`config.mk`:
```
export PLATFORM = sky130hd
export DESIGN_NAME = loopback_buffer
export DESIGN_NICKNAME = d
export VERILOG_FILES = /design/src/rtl/loopback_pkg.sv /design/src/rtl/loopback_ram.sv /design/src/rtl/loopback_buffer.sv
export SDC_FILE = /design/constraint.sdc
export NUM_CORES = 1
export LEC_CHECK = 0
export ABC_AREA = 1
export CORE_MARGIN = 3
export CORE_UTILIZATION = 64
export CTS_BUF_LIST = sky130_fd_sc_hd__clkbuf_8
export CTS_CLUSTER_SIZE = 30
export DETAILED_ROUTE_END_ITERATION = 6
export GPL_ROUTABILITY_DRIVEN = 0
export PLACE_DENSITY = 0.83
export SLEW_MARGIN = 30
export SYNTH_ARGS = -nofsm -noshare
export SYNTH_HDL_FRONTEND = slang
export SYNTH_SLANG_ARGS = --single-unit
```
`constraint.sdc`:
```
create_clock -name clk_i -period 9.8 [get_ports clk_i]
set_input_delay 1.96 -clock clk_i [delete_from_list [all_inputs] [get_ports clk_i]]
set_output_delay 1.96 -clock clk_i [all_outputs]
set_load 0.01 [all_outputs]
```
`src/rtl/loopback_pkg.sv`:
```
// loopback_pkg: shared mode/state encodings and default line terminator for loopback_buffer
package loopback_pkg;
  typedef enum logic [1:0] {
    MODE_STREAM = 2'd0,
    MODE_INVERT = 2'd1,
    MODE_LINE   = 2'd2
  } mode_e;
  typedef enum logic {
    ST_FILL  = 1'b0,
    ST_DRAIN = 1'b1
  } line_state_e;
  localparam logic [7:0] DEFAULT_TERM = 8'h0A;
endpackage

```
`src/rtl/loopback_ram.sv`:
```
// loopback_ram: simple dual-port DEPTH x DATA_W memory with registered read port (EBR-friendly, no reset)
module loopback_ram #(
  parameter int DATA_W = 8,
  parameter int DEPTH  = 64,
  parameter int AW     = $clog2(DEPTH)
) (
  input  logic              clk_i,
  input  logic              we,
  input  logic [AW-1:0]     waddr,
  input  logic [DATA_W-1:0] wdata,
  input  logic [AW-1:0]     raddr,
  output logic [DATA_W-1:0] rdata
);
  logic [DATA_W-1:0] mem [DEPTH];
  always_ff @(posedge clk_i) begin
    if (we) mem[waddr] <= wdata;
    rdata <= mem[raddr];
  end
endmodule

```
`src/rtl/loopback_buffer.sv`:
```
// loopback_buffer: valid/ready byte loopback FIFO with STREAM/INVERT/LINE release modes; define LOOPBACK_STATS_EN for traffic counters and sticky overflow
module loopback_buffer
  import loopback_pkg::*;
#(
  parameter int         DATA_W = 8,
  parameter int         DEPTH  = 64,
  parameter logic [7:0] TERM   = DEFAULT_TERM,
  parameter int         CNT_W  = 16
) (
  input  logic                   clk_i,
  input  logic                   rstn_i,
  input  logic [1:0]             mode_i,
  input  logic                   flush_i,
  input  logic [DATA_W-1:0]      rx_data_i,
  input  logic                   rx_valid_i,
  output logic                   rx_ready_o,
  output logic [DATA_W-1:0]      tx_data_o,
  output logic                   tx_valid_o,
  input  logic                   tx_ready_i,
  output logic [$clog2(DEPTH):0] level_o,
  output logic                   overflow_o,
  output logic [CNT_W-1:0]       rx_count_o,
  output logic [CNT_W-1:0]       tx_count_o
);
  localparam int AW = $clog2(DEPTH);
  localparam int LW = AW + 1;
  logic [AW:0] wr_ptr, rd_ptr, level, avail, pending, commit_q;
  logic [AW:0] wr_ptr_d, rd_ptr_d, avail_d, pending_d, commit_d;
  logic [1:0] mode_q, mode_d;
  line_state_e state_q, state_d;
  logic init_q, full, wr, rd, term, line, close;
  logic [DATA_W-1:0] ram_q, wdata;
  assign level = wr_ptr - rd_ptr;
  assign full = (wr_ptr[AW] != rd_ptr[AW]) && (wr_ptr[AW-1:0] == rd_ptr[AW-1:0]);
  assign rx_ready_o = init_q && !full && !flush_i;
  assign tx_valid_o = state_q == ST_DRAIN;
  assign tx_data_o = tx_valid_o ? ram_q : '0;
  assign level_o = level;
  assign wr = rx_valid_i && rx_ready_o;
  assign rd = tx_valid_o && tx_ready_i;
  assign term = rx_data_i[7:0] == TERM;
  assign wdata = mode_q == MODE_INVERT ? ~rx_data_i : rx_data_i;
  loopback_ram #(.DATA_W(DATA_W), .DEPTH(DEPTH), .AW(AW)) u_ram (
    .clk_i(clk_i),
    .we(wr),
    .waddr(wr_ptr[AW-1:0]),
    .wdata(wdata),
    .raddr(rd_ptr_d[AW-1:0]),
    .rdata(ram_q)
  );
  always_comb begin
    line = mode_q == MODE_LINE;
    close = wr && line && (term || (level == LW'(DEPTH - 1) && !rd));
    wr_ptr_d = flush_i ? '0 : wr_ptr + LW'(wr);
    rd_ptr_d = flush_i ? '0 : rd_ptr + LW'(rd);
    commit_d = flush_i || !wr ? '0 : !line ? LW'(1) : close ? pending + LW'(1) : '0;
    pending_d = flush_i ? '0 : (wr && line) ? (close ? '0 : pending + LW'(1)) : pending;
    avail_d = flush_i ? '0 : avail - LW'(rd) + commit_q;
    state_d = avail_d != '0 ? ST_DRAIN : ST_FILL;
    mode_d = (level == '0 && !wr && !rd) ? mode_i : mode_q;
  end
  always_ff @(posedge clk_i or negedge rstn_i)
    if (!rstn_i) state_q <= ST_FILL;
    else state_q <= state_d;
  always_ff @(posedge clk_i or negedge rstn_i)
    if (!rstn_i) begin
      wr_ptr   <= '0;
      rd_ptr   <= '0;
      avail    <= '0;
      pending  <= '0;
      commit_q <= '0;
      mode_q   <= MODE_STREAM;
      init_q   <= 1'b0;
    end else begin
      wr_ptr   <= wr_ptr_d;
      rd_ptr   <= rd_ptr_d;
      avail    <= avail_d;
      pending  <= pending_d;
      commit_q <= commit_d;
      mode_q   <= mode_d;
      init_q   <= 1'b1;
    end
`ifdef LOOPBACK_STATS_EN
  logic [CNT_W-1:0] rx_cnt, tx_cnt;
  logic ovf;
  always_ff @(posedge clk_i or negedge rstn_i)
    if (!rstn_i) begin
      rx_cnt <= '0;
      tx_cnt <= '0;
      ovf    <= 1'b0;
    end else begin
      rx_cnt <= rx_cnt + CNT_W'(wr);
      tx_cnt <= tx_cnt + CNT_W'(rd);
      ovf    <= ovf | (rx_valid_i & full);
    end
  assign rx_count_o = rx_cnt;
  assign tx_count_o = tx_cnt;
  assign overflow_o = ovf;
`else
  assign rx_count_o = '0;
  assign tx_count_o = '0;
  assign overflow_o = 1'b0;
`endif
endmodule
```
==> results.md, run 1 <==
* Cells after Synth at 2,285
* Top-area cell type share of the netlist area at 0.6298
* Crit-path max FO at 10
* Core box area at between 0.03 and 0.04 mm2
* Fill cells at 2,498
* DR WL/cell at 20.42 um
* Via count at 17,067
* Fin. max-slew vios at 0
* Die width at 201.3 um
* Layout cells sized above 1 at 0.06720
* RSZ-0062 raised after global routing: no
* CP Launch Point: flush_i
* Die Y at about 200 um
* Initial antenna violation count at 1
* Die footprint at just over 0.04 mm2
* Worst Hold Path EP: mode_q[1]$_DFFE_PN0P_
* Most frequent cells in the layout: edfxtp_1, nand2_1, nor2_1
* Data arrival, critical path at 3630 ps
* Initial drt markers at roughly 2,600
* Met2 usage at 0.4552
* Leading cell type in the layout, fill and taps excluded: edfxtp_1
* DRC errors left at 0
* Leak at ~0.011 uW
* CTS Buffer Depth at 3
* Status: completed
* Worst skew pair latency at ~670 ps
* ANT cells at 0
* Vias in the first global route at between 15,000 and 20,000
* Worst r2r dst: u_ram.rdata[6]$_DFF_P_
* Max frequency at 0.1789 GHz
* Detail Placement HPWL at 33,610 um
* Slew headroom at 0.3398
* Hold_buf cts at 0
* Min-Delay Path Class: reg -> reg
* Routed Antenna Nets at 0
* Setup tns final at 0 ps
* Yosys reg bits at about 560
* Part of the cycle the worst path needs at 0.5704
* Sequential-to-total area share from yosys stat at 0.6764
* Reg2Reg Setup Slack at 5320 ps
* Row Count at 70
* Remaining global-route overflow at 0
* Syn Std Cell Area at 0.02441 mm2
* Vias per cell at 5.916
* Period minus WS final at approximately 5600 ps
* Area Growth Syn to Fin at 8.801%
* Max-cap violations at 0
* Hold path startpoint: mode_q[1]$_DFFE_PN0P_
* H-tree levels at 3
* Avg Inst Size Synth at approximately 11 um2
* Maximum vdd drop at 0.5325 mV
* Post-CTS Setup Bufs at 0
* Initial Utilization at 0.6573
* Total power draw at around 6200 uW
* Setup crit start kind: input port
* First-pass GRT wire length at approximately 90,000 um
* Worst slew pin tran at between 900 and 1000 ps
* Final #Nets at approximately 2,400
* Global Route met3 Usage at 0.06536
* Reg2reg start: tx_valid_o$_DFF_PN0_
* GR Util met1 at 0.3964
* Final Hold Fails at 0
* Clk pin slew, worst setup/hold paths at 50 ps
* Total number of yosys warnings at 0
* Pin count of the biggest net entering global routing at about 120
* CTS tree: built
* CP endpoint kind: primary output
* Pre-Repair DR Iteration Count at 6
* Total CTS buffers at between 80 and 90
* Synth area leader: edfxtp_1
* CTS Root Buffer Type: clkbuf_8
* Worst clock skew at approximately 34 ps
* Port Buf Inserts at 31
* Required @ worst endpoint at about 7800 ps
* GRT Max-Usage Layer: met2
* GRT Util Overall at 0.2914
* Sink Count at approximately 560
* Synth unique cells at 38
* WS Path Type: in -> out
* Final core utilization at 0.7152
* Hold Path Stages at 2
* Synth area leaders: edfxtp_1, nand2_1, nand3_1
* PD cells at ~230 mW/mm2
* Final wirelength at ~59,000 um
* I/O pin count at between 60 and 70
* Worst r2r path cells at 13
* Final setup fails at 0
* Post-cts sizing count at 0
area by class of cell:
class	instances	area (um2)	area share
Clock buffer	93	1280	0.04819
Clock inverter	65	365.4	0.01376
Inverter	239	900.9	0.03392
Multi-Input combinational cell	1378	6432	0.2422
Sequential cell	559	16510	0.6217
Tap cell	504	630.6	0.02374
Timing Repair Buffer	47	439.2	0.01654
power breakdown:
part	leakage (uW)	switching [uW]	internal (uW)
clock	0.000971	903	959
sequential	0.00519	22.7	2960
combinational	0.00449	1040	317
total	0.0107	1970	4240
flip-flops by register name, indices dropped and copies added (netlist names):
signal	cells
avail	7
commit_q	7
init_q	1
mode_q	2
pending	7
rd_ptr	7
tx_valid_o	1
u_ram.mem	512
u_ram.rdata	8
wr_ptr	7
worst max-delay path by stage:
stage | to | depth (start not counted)
final | rx_ready_o | 5
after global placement | u_ram.rdata[5]$_DFF_P_ | 15
after detailed placement | u_ram.rdata[5]$_DFF_P_ | 15
after floorplan | u_ram.mem[0][0]$_DFFE_PP_ | 1
after global routing | u_ram.rdata[1]$_DFF_P_ | 14
after CTS | rx_ready_o | 5
stage by stage:
step | instances | setup slack [ps] | area [um2] | hold slack (ps)
3_5_place_dp | 2727 | 3745 | 24900 | 466.2
3_3_place_gp | 2727 | 3802 | 24900 | 464.1
2_1_floorplan | 2317 | 5396 | 24530 | 441.9
6_report | 2885 | 4210 | 26560 | 479.2
4_1_cts | 2885 | 4219 | 26550 | 480.3
5_1_grt | 2885 | 4095 | 26560 | 502.8
metal layers:
metal | wire [um] | up-vias | share of wire
met5 | 0 | - | 0
met4 | 2446 | 0 | 0.042
met3 | 7387 | 193 | 0.13
met2 | 27640 | 1187 | 0.47
met1 | 21440 | 7993 | 0.36
li1 | - | 7694 | -
synth_stat cells, drive strengths merged:
cell type and n:
fa 2, xnor2 7, or2 1, a31oi 1, dfxtp 8, inv 239
conb 2, nand2 447, xor2 11, edfxtp 512, and3 1, o211ai 16
clkbuf 36, nand3 325, nand3b 5, a21oi 29, buf 105, o21ai 136
a2111oi 1, nor3 4, nor4 2, nor2 323, nand4 10, dfrtp 39
ha 23
cells by family after synthesis:
logic type,count (synthesis),synth area share
simple gates,1118,0.1943
flops,559,0.6764
other cells,2,0.0003076
buf+inv,380,0.06920
fa+ha+maj,25,0.01343
compound gates,183,0.03937
xor+xnor,18,0.007073
critical path, stage by stage:
cell,delay [ps]
clkdlybuf4s50_1,710
nor2_1,240
nand2_1,90
inv_1,80
clkdlybuf4s50_1,550
Power figures use the tool's default switching activity.
==> run 2: changes to the inputs <==
clock period = 5.72 ns   (was 9.8 ns; I/O delays follow)
==> run 2 against run 1 <==
Count of clock-buffer cells in the layout up 10. Setup slack worse by 2700 ps. Clock power up 77%. Largest cell class unchanged. Global-route usage up 0.69 points. Non-clock buffer count up 13. Total power up 74%. Highest routed layer unchanged. Final cell count up 0.59%.
==> results.md, run 2 (synthesis results as in run 1) <==
* Status: completed (unchanged)
* Cell mode on critical path: nand3_1 (was clkdlybuf4s50_1)
* Vias in the first global route at 17,052 (was 16,768)
* Core box area at 0.03714 mm2 (unchanged)
* CP endpoint kind: register (was primary output)
* Regs by FF count: u_ram.mem x512, u_ram.rdata x8 (unchanged)
* Critical-path cell list: clkdlybuf4s50_1, nand2_1, inv_1, ha_1, ha_1, nand2_8, buf_12, nor2_1, o21ai_0, nand3_1, nand3_1, nand3_1, nand3_1, nand2_1 (was clkdlybuf4s50_1, nor2_1, nand2_1, inv_1, clkdlybuf4s50_1)
* Data arrival, critical path at 4710 ps (was 3630 ps)
* Remaining global-route overflow at 0 (unchanged)
* Crit path to: u_ram.rdata[1]$_DFF_P_ (was rx_ready_o)
* Port Buf Inserts at 31 (unchanged)
* Part of the cycle the worst path needs at 0.7317
* Maximum vdd drop at 1.135 mV (was 0.5325 mV)
* Period minus WS final at 4185 ps
* Hold_buf cts at 0 (unchanged)
* Reg2reg start: tx_valid_o$_DFF_PN0_ (unchanged)
* GRT Util Overall at 0.2984 (was 0.2914)
* H-tree levels at 3 (unchanged)
* I/O pin count at 65 (unchanged)
* Top reg by flops: u_ram.mem (unchanged)
* Worst r2r dst: u_ram.rdata[1]$_DFF_P_ (was u_ram.rdata[6]$_DFF_P_)
* RSZ-0062 raised after global routing: no (unchanged)
* Worst r2r path cells at 13 (unchanged)
* Final setup fails at 0 (unchanged)
* CTS tree: built (unchanged)
* Initial Utilization at 0.6573 (unchanged)
* CP delay by family, top: simple AND/OR/NAND/NOR gates (was buffers and inverters)
* Crit path depth at 14 (was 5)
* Slew headroom at 0.2637 (was 0.3398)
* Worst stage delay on the critical path at 640 ps (was 710 ps)
* Sink Count at 559 (unchanged)
* Post-cts sizing count at 0 (unchanged)
* Die footprint at 0.04052 mm2 (unchanged)
* Final #Nets at 2,365 (was 2,352)
* Most frequent cells in the layout: edfxtp_1, nand2_1, nor2_1 (unchanged)
* Max-cap violations at 0 (unchanged)
* Final wirelength at 61,310 um (was 58,910 um)
* Crit path max-delay cell type: nand2_8 (was clkdlybuf4s50_1)
* WS Path Type: in -> reg (was in -> out)
* Setup crit start kind: input port (unchanged)
* CTS Root Buffer Type: clkbuf_8 (unchanged)
* Worst slew pin tran at 1100 ps (was 987.4 ps)
* Max frequency at ~0.24 GHz
* Leak at 0.01078 uW (was 0.01066 uW)
* Number of flip-flops in the largest register at 512 (unchanged)
* Placed cells at 2,738 (was 2,727)
* Worst clock skew at 37.75 ps (was 33.81 ps)
* Leading cell type in the layout, fill and taps excluded: edfxtp_1 (unchanged)
* Detail Placement HPWL at 34,790 um (was 33,610 um)
* Setup tns final at 0 ps (unchanged)
* Final Hold Fails at 0 (unchanged)
* Area Growth Syn to Fin at 9.785% (was 8.801%)
* First-pass GRT wire length at 93,720 um (was 91,760 um)
* Routed Antenna Nets at 0 (unchanged)
* Die Y at 201.3 um (unchanged)
* Initial antenna violation count at 0 (was 1)
* Buf/Inv on CP at 3 (unchanged)
* DRC errors left at 0 (unchanged)
* Die width at 201.3 um (unchanged)
* Post-CTS Setup Bufs at 0 (unchanged)
* Fin. max-slew vios at 0 (unchanged)
* Worst skew pair latency at 650 ps (was 670 ps)
* Total CTS buffers at 87 (unchanged)
* Post-route insts no fill at 2,902 (was 2,885)
* Initial drt markers at 2,530 (was 2,635)
* PD cells at 402.3 mW/mm2 (was 233.7 mW/mm2)
* Row Count at 70 (unchanged)
* ANT cells at 0 (unchanged)
* Reg2Reg Setup Slack at 1770 ps (was 5320 ps)
* CP Launch Point: tx_ready_i (was flush_i)
* Min-Delay Path Class: in -> async (was reg -> reg)
* Vias per cell at 5.992 (was 5.916)
* Required @ worst endpoint at 6250 ps (was 7840 ps)
* Layout cells sized above 1 at 0.07590 (was 0.06720)
* Via count at 17,388 (was 17,067)
* Pre-Repair DR Iteration Count at 7 (was 6)
* Clk pin slew, worst setup/hold paths at 70 ps (was 50 ps)
* DR WL/cell at 21.13 um (was 20.42 um)
* Pin count of the biggest net entering global routing at 151 (was 117)
* CTS Buffer Depth at 3 (unchanged)
* Crit-path max FO at 126 (was 10)
run 2: cell types whose count changed in the layout (fill, tap and decap cells not counted), moves of 3 or more:
cell      before  now
buf_4         14   24
buf_12         0    4
inv_1        272  269
clkinv_2       9   12
clkbuf_8      93  103
buf_6          3    0
run 2: worst min-delay path by stage:
| stage | slack [ps] | depth (start not counted) | endpoint |
|---|---|---|---|
| after floorplan | 440 | 2 | mode_q[1]$_DFFE_PN0P_ |
| after global placement | 460 | 2 | mode_q[1]$_DFFE_PN0P_ |
| after detailed placement | 490 | 2 | mode_q[1]$_DFFE_PN0P_ |
| after CTS | 500 | 1 | wr_ptr[6]$_DFF_PN0_ |
| after global routing | 500 | 1 | wr_ptr[0]$_DFF_PN0_ |
| final | 480 | 1 | rd_ptr[5]$_DFF_PN0_ |
run 2: final cells by class:
class	count	area [um2]
fill	2391	10340
clock buffer	103	1418
timing repair buffer	60	603.1
inverter	239	900.9
sequential	559	16510
multi-input combinational	1378	6437
tap	504	630.6
clock inverter	59	299.0
run 2: per-layer routing:
layer  global-route usage  part of all wire
met1               0.3981              0.36
met4               0.1390             0.044
met2               0.4657              0.47
met5                    0                 0
met3              0.07798              0.13
run 2: power breakdown:
part           leakage, uW  switching, uW  total (uW)  internal [uW]
combinational      0.00458           1790        2380            582
sequential         0.00519           40.1        5110           5070
clock              0.00100           1570        3300           1730
total               0.0108           3410       10800           7380
run 2: through the flow:
| stage | setup WS [ps] | cell area (um2) | utilization | hold slack, ps | power (uW) |
|---|---|---|---|---|---|
| 6_report | 1535 | 26800 | 0.7217 | 481.0 | 10780 |
| 5_1_grt | 1360 | 26800 | 0.7217 | 503.2 | 11160 |
| 4_1_cts | 1557 | 26750 | 0.7203 | 500.8 | 10700 |
| 3_5_place_dp | 1116 | 25030 | 0.6741 | 486.6 | 7441 |
| 3_3_place_gp | 1194 | 25030 | 0.6741 | 461.4 | 7363 |
| 2_1_floorplan | 2132 | 24530 | - | 441.9 | 6587 |
